**src/rtl/mux8_scanner.sv**
```systemverilog
// mux8_scanner: start-triggered 8-bit parallel capture through an external
// 8:1 mux. Steps the mux select through indices 0..7, holds each for SETTLE
// cycles, samples y at the end of each hold and presents the assembled byte
// on a valid/ready port.
//
// Ports:
//   clk      rising-edge clock
//   rst_n    asynchronous active-low reset
//   start    request one scan (honoured in IDLE, or in HOLD on handshake)
//   y        mux8 output
//   s0..s2   mux8 select lines, s2 is the MSB
//   busy     scan in progress
//   data     captured word, data[i] = y sampled with select index i
//   valid    data holds a word not yet consumed
//   ready    consumer accepts data when valid && ready
//
// state | meaning
// IDLE  | waiting for start, select parked at 000
// SCAN  | stepping the select and sampling y
// HOLD  | word presented, waiting for handshake

module mux8_scanner #(
  parameter int SETTLE = 2
) (
  input  logic       clk,
  input  logic       rst_n,
  input  logic       start,
  input  logic       y,
  output logic       s0,
  output logic       s1,
  output logic       s2,
  output logic       busy,
  output logic [7:0] data,
  output logic       valid,
  input  logic       ready
);

  typedef enum logic [1:0] {
    IDLE = 2'd0,
    SCAN = 2'd1,
    HOLD = 2'd2
  } state_t;

  localparam logic [3:0] SETTLE_LAST = 4'(SETTLE - 1);

  state_t     state;
  logic [2:0] idx;
  logic [3:0] cnt;
  logic [7:0] shreg;

  // Select lines come straight from the idx register so they never glitch.
  assign s0 = idx[0];
  assign s1 = idx[1];
  assign s2 = idx[2];

  always_ff @(posedge clk or negedge rst_n) begin
    if (!rst_n) begin
      state <= IDLE;
      idx   <= 3'd0;
      cnt   <= 4'd0;
      shreg <= 8'h00;
      data  <= 8'h00;
      busy  <= 1'b0;
      valid <= 1'b0;
    end else begin
      case (state)
        IDLE: begin
          if (start) begin
            state <= SCAN;
            idx   <= 3'd0;
            cnt   <= 4'd0;
            busy  <= 1'b1;
          end
        end

        SCAN: begin
          if (cnt != SETTLE_LAST) begin
            cnt <= cnt + 4'd1;
          end else begin
            shreg[idx] <= y;
            cnt        <= 4'd0;
            if (idx != 3'd7) begin
              idx <= idx + 3'd1;
            end else begin
              // Last sample goes straight into data; shreg[7] is not yet
              // written at this edge.
              data  <= {y, shreg[6:0]};
              idx   <= 3'd0;
              state <= HOLD;
              busy  <= 1'b0;
              valid <= 1'b1;
            end
          end
        end

        HOLD: begin
          if (ready) begin
            valid <= 1'b0;
            if (start) begin
              state <= SCAN;
              idx   <= 3'd0;
              cnt   <= 4'd0;
              busy  <= 1'b1;
            end else begin
              state <= IDLE;
            end
          end
        end

        default: begin
          state <= IDLE;
          idx   <= 3'd0;
          cnt   <= 4'd0;
          busy  <= 1'b0;
          valid <= 1'b0;
        end
      endcase
    end
  end

endmodule

```
**config.mk**
```make
export PLATFORM = sky130hd
export DESIGN_NAME = mux8_scanner
export DESIGN_NICKNAME = d
export VERILOG_FILES = /design/src/rtl/mux8_scanner.sv
export SDC_FILE = /design/constraint.sdc
export NUM_CORES = 1
export LEC_CHECK = 0
export CAP_MARGIN = 25
export CORE_MARGIN = 1
export CORE_UTILIZATION = 55
export DETAILED_ROUTE_END_ITERATION = 10
export HOLD_SLACK_MARGIN = 0.15
export PLACE_DENSITY = 0.81
export SLEW_MARGIN = 0
export SYNTH_ARGS = -nofsm -noshare
export SYNTH_HDL_FRONTEND = slang
export SYNTH_SLANG_ARGS = --single-unit
```
**constraint.sdc**
```tcl
create_clock -name clk -period 2.6 [get_ports clk]
set_clock_uncertainty 0.05 [all_clocks]
set_input_delay 0.52 -clock clk [delete_from_list [all_inputs] [get_ports clk]]
set_output_delay 0.52 -clock clk [all_outputs]
set_load 0.03 [all_outputs]
```
==> results.toml, run 1 <==
[outcome]
status = "finished clean"

[timing]
setup_viol = 0
fin_crit_ns = 2.21
fin_hold_ws_ns = 0.444
clock.fmax_ghz = 0.452
finalHoldViolCount = 0
finalCritPeriodShare_pct = 85.2
fin_tns_setup_ns = 0
max_slew.worst_pin.slew_ns = 0.367
slew_violations = 0
rsz0062_at_grt = "no"
slew_headroom_pct = 75.6

[layout]
areaGrowthSynthToFinish_pct = 19.6
final_cell_mix = "dfrtp_1, clkdlybuf4s50_1, mux2_1"
fin_nets = 125
drive_above_1_share_pct = 9.65
final-seq-area_um2 = 651
fill_cells = 138
final_common_cell = "dfrtp_1"
multi_input_area_um2 = 512
antenna_cells = 0

[global_route]
grt_first_pass_wirelength_um = 3040
antenna_found_initial = 0
grtUsageTotal_pct = 19.3
grt_pass1_vias = 722
grt_max_degree = 27
grt-ovfl-total = 0

[routing]
drtPass1Iterations = 4
wire_per_inst_um = 14.2
antenna_left = 0
via_count = 796
drc = 0
first_iter_violations = 17
wl_um = 2000
via_per_inst = 5.65

[critical_path]
slowest_delay_ns = 0.75
worst_ep_required_time_ns = 2.03
critical_path.top_delay_family = "buffers and inverters"
crit_arrival_ns = 1.64
worstSetupPathType = "reg -> out"
worst_setup_path_end_kind = "primary output"
crit_path_top_delay_cell = "clkdlybuf4s50_1"
startpoint_type = "flop"
worstPathCellList = "clkdlybuf4s50_1"
cp_max_fo = 11
crit_buf_inv = 1

[clock_tree]
clockRootBuffer = "clkbuf_4"
clock_tree.buffer_depth = 2
h-tree-depth = 1
cts_setup_buffers = 0
cts.reportedPaths.clkPinSlew_ns = 0.12
cts_tree = "yes"
cts.repair.resized = 0
clock_sinks = 26
insertion_delay_ns = 0.31
hold_buffers = 0
cts_buffers = 3

[synthesis]
synth_edf_count = 0
synth_nets = 103
synth_warnings = 0
synth_area_um2 = 1180
synthFlopType = "dfrtp_1"
yosysSeqAreaShare_pct = 55.3
synth_cells = 94
ys_seq_elements = 26
synthArstFlopShare_pct = 100
synth.distinct_cells = 27
synth_area_per_cell_um2 = 12.5

[die]
die_h_um = 48.3
die_w_um = 48.3
io_pins = 18
die-area_um2 = 2330
initial_core_util_pct = 59.4
core_area_um2 = 1980
rows = 16

[place]
gp_congestion = 0.701
portBuffers = 17
post-dp-hpwl_um = 1430

[worst_hold_path]
hold_class = "reg -> reg"

[run]
maxCapViolCount = 0

[power]
power_density_nw_per_um2 = 1060
p_leak_nw = 0.652
vdd_drop_max_mv = 0.655
[area by class of cell]
| class | count | area share [%] |
|---|---|---|
| clock buffer | 3 | 1.60 |
| inverter | 3 | 0.800 |
| multi-input combinational | 64 | 36.4 |
| sequential | 26 | 46.2 |
| tap | 27 | 2.40 |
| timing repair buffer | 18 | 12.6 |
[path summary, 6_finish.rpt]
kind	from	slack, ns	end	cells after the start
worst min register to register	shreg[4]$_DFFE_PN0P_	0.44	shreg[4]$_DFFE_PN0P_	1
worst min-delay path	shreg[4]$_DFFE_PN0P_	0.44	shreg[4]$_DFFE_PN0P_	1
worst max-delay path	idx[0]$_DFFE_PN0P_	0.39	s0	1
worst max register to register	cnt[1]$_DFFE_PN0P_	0.70	shreg[4]$_DFFE_PN0P_	6
max in group asynchronous	rst_n	1.74	shreg[3]$_DFFE_PN0P_	2
min in group asynchronous	rst_n	0.51	data[7]$_DFFE_PN0P_	2
[cells in the mapped netlist (2+ instances only)]
library cell,n,area share (%)
mux2_1,15,14
nand4b_1,2,1.5
nor4b_2,2,2.6
inv_1,3,0.96
a22o_1,2,1.5
nand2_1,9,2.9
a21oi_1,3,1.3
nand2b_1,2,1.1
nor2_1,3,0.96
o21ai_0,7,3.0
nor3_1,2,0.85
dfrtp_1,26,55
ha_1,4,4.3
[flip-flops by register name (all words and copies together), names as in the netlist]
name   count
valid      1
idx        3
busy       1
data       8
state      2
shreg      7
cnt        4
[metrics by stage]
| step | util, % | instances | setup WS, ns | power, mW | instance area, µm² |
|---|---|---|---|---|---|
| 2_1_floorplan | - | 94 | 0.891 | 1.10 | 1180 |
| 3_3_place_gp | 69.9 | 138 | 0.727 | 1.31 | 1390 |
| 3_5_place_dp | 69.9 | 138 | 0.662 | 1.34 | 1390 |
| 4_1_cts | 71.0 | 141 | 0.386 | 1.50 | 1410 |
| 5_1_grt | 71.0 | 141 | 0.303 | 1.60 | 1410 |
| 6_report | 71.0 | 141 | 0.386 | 1.49 | 1410 |
[per-layer routing]
| layer | track usage, % | share of wire, % |
|---|---|---|
| met5 | 0 | 0 |
| met4 | 10.0 | 2.1 |
| met3 | 2.22 | 2.6 |
| met2 | 33.1 | 49 |
| met1 | 23.9 | 46 |
[report_power, final]
group / internal, mW / leakage [nW] / switching, mW
clock: 0.0542 / 0.0138 / 0.108
sequential: 0.554 / 0.329 / 0.147
combinational: 0.293 / 0.310 / 0.335
[kinds of logic (layout without fill, tap and decap cells)]
| group | count (synthesis) | in the layout | share of synthesized area (%) |
|---|---|---|---|
| multiplexers | 15 | 15 | 14.3 |
| adder cells (fa/ha/maj) | 4 | 4 | 4.25 |
| buffers and inverters | 4 | 24 | 1.27 |
| AND/OR/NAND/NOR | 29 | 29 | 16.5 |
| flip-flops | 26 | 26 | 55.3 |
| AO/OA/AOI/OAI | 16 | 16 | 8.40 |
No activity file was read; power rests on OpenSTA's default activity.
==> inputs of run 2 (changes only) <==
--- a/config.mk
+++ b/config.mk
@@ -10,6 +10,7 @@
 export CORE_UTILIZATION = 55
 export DETAILED_ROUTE_END_ITERATION = 10
 export HOLD_SLACK_MARGIN = 0.15
+export MAX_ROUTING_LAYER = met4
 export PLACE_DENSITY = 0.81
 export SLEW_MARGIN = 0
 export SYNTH_ARGS = -nofsm -noshare
==> results of run 2 <==
Final layout, timing and power as in run 1 (identical DEF).
Among the figures that moved: final weighted congestion in routability-driven placement 0.701 -> 0.709; overall routing resource usage 19.3% -> 19.9%
